<file path="src/rtl/bcd_display_encoder.sv">
// Binary to BCD (double dabble) with 7-segment output per digit.
// Optional leading-zero blanking and sticky overflow beyond DIGITS.
module bcd_display_encoder #(
  parameter int WIDTH  = 8,
  parameter int DIGITS = 3,
  parameter int BLANK  = 1
) (
  input  logic                  clock,
  input  logic                  reset,
  input  logic                  ready,
  input  logic [WIDTH-1:0]      entrada,
  output logic [WIDTH-1:0]      saida,
  output logic                  busy,
  output logic                  done,
  output logic                  ovf,
  output logic [7*DIGITS-1:0]   displays
);

  localparam int BW = 4 * DIGITS;
  localparam int CW = $clog2(WIDTH + 1);

  typedef enum logic [1:0] {
    IDLE,
    SHIFT,
    LOAD
  } state_t;

  state_t state, state_n;

  logic [WIDTH-1:0]    bin, bin_sh;
  logic [BW-1:0]       bcd, adj, bcd_sh;
  logic                carry;
  logic [CW-1:0]       cnt;
  logic                last;
  logic                ovf_acc;
  logic [7*DIGITS-1:0] seg_n;
  logic                lead;

  function automatic logic [6:0] seg7(input logic [3:0] d);
    case (d)
      4'd0:    seg7 = 7'h7E;
      4'd1:    seg7 = 7'h30;
      4'd2:    seg7 = 7'h6D;
      4'd3:    seg7 = 7'h79;
      4'd4:    seg7 = 7'h33;
      4'd5:    seg7 = 7'h5B;
      4'd6:    seg7 = 7'h5F;
      4'd7:    seg7 = 7'h70;
      4'd8:    seg7 = 7'h7F;
      4'd9:    seg7 = 7'h7B;
      default: seg7 = 7'h00;
    endcase
  endfunction

  assign last = (cnt == CW'(WIDTH - 1));
  assign busy = (state != IDLE);

  always_ff @(posedge clock) begin
    if (reset) state <= IDLE;
    else       state <= state_n;
  end

  always_comb begin
    state_n = state;
    unique case (state)
      IDLE:    if (ready) state_n = SHIFT;
      SHIFT:   if (last) state_n = LOAD;
      LOAD:    state_n = IDLE;
      default: state_n = IDLE;
    endcase
  end

  // A carry out of the top nibble means the value wraps modulo 10^DIGITS.
  always_comb begin
    adj = bcd;
    for (int i = 0; i < DIGITS; i++) begin
      if (bcd[4*i+:4] > 4'd4) adj[4*i+:4] = bcd[4*i+:4] + 4'd3;
    end
    carry  = adj[BW-1];
    bcd_sh = {adj[BW-2:0], bin[WIDTH-1]};
    bin_sh = {bin[WIDTH-2:0], 1'b0};
  end

  always_comb begin
    seg_n = '0;
    lead  = 1'b1;
    for (int i = DIGITS - 1; i >= 0; i--) begin
      if (bcd[4*i+:4] != 4'd0) lead = 1'b0;
      if (BLANK != 0 && lead && i != 0) seg_n[7*i+:7] = 7'h00;
      else                              seg_n[7*i+:7] = seg7(bcd[4*i+:4]);
    end
  end

  always_ff @(posedge clock) begin
    if (reset) begin
      bin      <= '0;
      bcd      <= '0;
      cnt      <= '0;
      ovf_acc  <= 1'b0;
      saida    <= '0;
      displays <= '0;
      ovf      <= 1'b0;
      done     <= 1'b0;
    end else begin
      done <= 1'b0;
      unique case (state)
        IDLE: begin
          if (ready) begin
            bin     <= entrada;
            saida   <= entrada;
            bcd     <= '0;
            cnt     <= '0;
            ovf_acc <= 1'b0;
          end
        end
        SHIFT: begin
          bin     <= bin_sh;
          bcd     <= bcd_sh;
          cnt     <= cnt + 1'b1;
          ovf_acc <= ovf_acc | carry;
        end
        LOAD: begin
          displays <= seg_n;
          ovf      <= ovf_acc;
          done     <= 1'b1;
        end
        default: ;
      endcase
    end
  end

endmodule

</file>
<file path="config.mk">
export PLATFORM = sky130hd
export DESIGN_NAME = bcd_display_encoder
export DESIGN_NICKNAME = d
export VERILOG_FILES = /design/src/rtl/bcd_display_encoder.sv
export SDC_FILE = /design/constraint.sdc
export NUM_CORES = 1
export LEC_CHECK = 0
export CAP_MARGIN = 20
export CORE_ASPECT_RATIO = 1.5
export CORE_MARGIN = 2
export CORE_UTILIZATION = 40
export DETAILED_ROUTE_END_ITERATION = 10
export PLACE_DENSITY = 0.61
export SETUP_SLACK_MARGIN = 0.05
export SLEW_MARGIN = 20
export SYNTH_ARGS = -nofsm -noshare
export SYNTH_HDL_FRONTEND = slang
export SYNTH_SLANG_ARGS = --single-unit
</file>
<file path="constraint.sdc">
create_clock -name clock -period 2.91 [get_ports clock]
set_input_delay 0.4365 -clock clock [delete_from_list [all_inputs] [get_ports clock]]
set_output_delay 0.4365 -clock clock [all_outputs]
set_load 0.02 [all_outputs]
</file>
==> impl_summary.log <==
INFO  metric flow.area_growth_from_synthesis = 26.8%
INFO  metric mostFrequentLayoutCells = 72 x dfxtp_1, 56 x nor2_1, 41 x clkdlybuf4s50_1
INFO  metric final_area = 0.00421 sq mm
INFO  metric worst_slew_margin_rel = 49.1%
INFO  metric coreArea = 0.00806 sq mm
INFO  metric sequential_area_share_after_synthesis = 43.4%
INFO  metric worst_path_max_delay_cell = a32oi_1
INFO  metric cts_tree = done
INFO  metric synth_cell_types = 50
INFO  metric max-vdd-ir-drop = 0.000427 V
INFO  metric die_ar = 0.00906 sq mm
INFO  metric number_of_antenna_violations_at_the_first_check_in_global_routing = 0
INFO  metric dpl_wire_length = 5260 um
INFO  metric nNetsFinal = 457
INFO  metric grt_busiest_layer = met2
INFO  metric io_pins = 43
INFO  metric synth_nets = about 410
INFO  metric outcome = complete, no violations
INFO  metric tns = 0 ns
INFO  metric yosysWarnings = 0
INFO  metric crit_path_cell_trace = inv_1 > ha_1 > nor2b_4 > or3_1 > a32oi_1 > inv_1 > ha_1 > nand2b_1 > a31oi_1
INFO  metric p_leak = 1.69 nW
INFO  metric dr.first_iter.drc_count = 97
INFO  metric finalHoldViolations = 0
INFO  metric synth-edff-count = 0
INFO  metric setup.worst_path.start_class = register
INFO  metric skew = a little under 0.004 ns
INFO  metric worst_slew_pin_slew = 0.760 ns
INFO  metric grt_start_max_net_pins = 40
INFO  metric finalSetupViolCount = 0
INFO  metric route.final.wire_length = 7460 um
INFO  metric antenna_violating_nets_post_route = 0
INFO  metric die_w = 78.4 um
INFO  metric first_pass_iters = 6
INFO  metric cpPeakStageDelay = 0.47 ns
INFO  metric grt_pass1_vias = ~2.6k
INFO  metric timing.max_cap.violations = 0
INFO  metric data_required_time_at_the_worst_endpoint = about 3.2 ns
INFO  metric crit_path_max_fanout = 6
INFO  metric cts-buffers-inserted = 9
INFO  metric crit_family = compound AO/OA/AOI/OAI gates
INFO  metric yosys_register_bits = 72
INFO  metric die_height = approximately 120 um
INFO  metric layout.cells.non_filler = 535
INFO  metric post_syn_area = 0.00332 sq mm
INFO  metric layout_min_cycle_time = between 2 and 2.5 ns
INFO  metric final_core_util = between 50% and 60%
INFO  metric clk_path_buf_depth = 2
INFO  metric detailed_place.area = 0.00386 sq mm
INFO  metric route.detailed.drc = 0
INFO  metric start_util = 41.2%
INFO  metric preCtsSetupSlack = between 0.3 and 0.4 ns
INFO  metric globalRoute.totalOverflow = 0
INFO  metric crit_arrival = 2.65 ns
INFO  metric final.setup.worst_slack = 0.515 ns
INFO  metric min_path_type = input port to register
INFO  metric ctsResizeCount = 0
INFO  metric use_met2 = between 30 and 40%
INFO  metric clk-insertion-delay-late = 0.33 ns
INFO  metric root_buffer = clkbuf_16
INFO  metric rsz0062_at_grt = no
INFO  metric grt_first_pass_wirelength = 12700 um
INFO  metric report.final.slew_viol_count = 0
INFO  metric postSynthAreaPerCell = 8.71 sq um
INFO  metric worst_setup_path_end_kind = register
INFO  metric crit_type = register to register
INFO  metric pwr_density_cell = 582 mW/mm^2
INFO  metric drive_above_1_share = about a tenth
INFO  metric postCtsHoldBufs = 0
INFO  metric dr_total_vias = around 2.7k
INFO  metric synthesis.instances = 381
INFO  metric grt_util_met1 = 21.5%
INFO  metric num_rows = 40
INFO  metric yosys_most_used_dff = dfxtp_1
INFO  metric gp_congestion = between 0.8 and 0.9
INFO  metric use_met3 = under 10%
INFO  metric clk_pin_slew_worst_paths = 0.06 ns
INFO  metric globalRouteTotalUtil = 17.9%
INFO  metric avgViaCountPerCell = 5.09
INFO  metric ctsHtreeMaxLevel = 3
INFO  metric path_buf_inv = 2
INFO  metric diodes = 0
INFO  metric layout.cells.most_common = dfxtp_1
INFO  metric routedWlPerCell = 13.9 um
INFO  metric async_reset_ff_share = 0%
INFO  metric timing.fmax = 418 MHz
INFO  metric clock_sink_total = 72
INFO  metric fin_crit_share = around 82%
INFO  metric cts.repair_timing.setup_buffer_count = 0
INFO  metric numPlacedInstances = 519
INFO  metric port_buffers = 42
cells by family (layout without fill, tap and decap cells):
family,Yosys count,in the layout,share of synthesized area [%]
AND/OR/NAND/NOR,139,139,19.8
AO/OA/AOI/OAI,100,100,20.9
flip-flops,72,72,43.4
buffers and inverters,38,87,4.64
adder cells (fa/ha/maj),21,21,7.92
multiplexers,10,10,3.09
XOR/XNOR,1,1,0.264
Yosys cell counts, types with 2 or more instances:
cell type | number | area share [%]
a22oi_1 | 7 | 1.6
a32oi_2 | 3 | 1.5
o32ai_1 | 2 | 0.53
o21ai_0 | 19 | 2.9
nor2_2 | 3 | 0.57
dfxtp_1 | 72 | 43
inv_1 | 17 | 1.9
nand2b_1 | 6 | 1.1
buf_2 | 7 | 1.1
a21boi_1 | 2 | 0.45
a31oi_1 | 6 | 1.1
a21oi_1 | 31 | 4.7
nand3_1 | 7 | 1.1
a311oi_1 | 3 | 0.79
nand3b_1 | 2 | 0.45
a21o_1 | 6 | 1.4
mux2i_1 | 8 | 2.4
or3_1 | 5 | 0.94
mux2_2 | 2 | 0.68
nand2_1 | 34 | 3.8
a22o_1 | 7 | 1.8
clkbuf_1 | 11 | 1.2
nor3_1 | 7 | 1.1
ha_1 | 21 | 7.9
a32oi_1 | 3 | 0.79
nor2_1 | 56 | 6.3
nor2b_1 | 11 | 2.1
worst reg2reg max path: stages (launching register included):
cell and delay (ns):
dfxtp_1 0.36, inv_1 0.07, ha_1 0.30, nor2b_4 0.08, or3_1 0.34, a32oi_1 0.47
inv_1 0.17, ha_1 0.23, nand2b_1 0.14, a31oi_1 0.17
where the power goes:
group / switching (mW) / leakage (nW) / internal [mW] / total [mW]
clock: 0.415 / 0.170 / 0.861 / 1.28
combinational: 0.0857 / 0.934 / 0.0649 / 0.151
sequential: 0.0138 / 0.584 / 1.01 / 1.02
path summary, 6_finish.rpt:
| check | start | to | slack, ns | depth (start not counted) |
|---|---|---|---|---|
| worst max-delay path | bcd[4] | register | 0.51 | 9 |
| worst min register to register | displays[20] | displays[20] | 0.45 | 2 |
| worst max register to register | bcd[4] | register | 0.51 | 9 |
| worst min-delay path | reset | cnt[0] | 0.45 | 2 |
metrics by stage:
step	hold slack (ns)	power, mW
after global placement	0.437	1.19
after global routing	0.444	2.53
after detailed placement	0.446	1.19
after floorplan	0.433	1.13
final	0.447	2.45
after CTS	0.440	2.47
per-layer routing:
metal	part of all wire (%)	up-vias	wire [um]
met5	0	-	0
met4	1.5	0	114
met3	2.3	7	175
met2	50	36	3730
met1	46	1274	3440
li1	-	1407	-
final cells by class:
cell class                      instances  area [sq um]
Fill cell                             772          3850
Multi-Input combinational cell        271          1720
Timing Repair Buffer                   52           490
Inverter                               19          73.8
Clock buffer                           11           243
Tap cell                              105           131
Clock inverter                          5           104
Sequential cell                        72          1440
No activity file was read; power rests on OpenSTA's default activity.
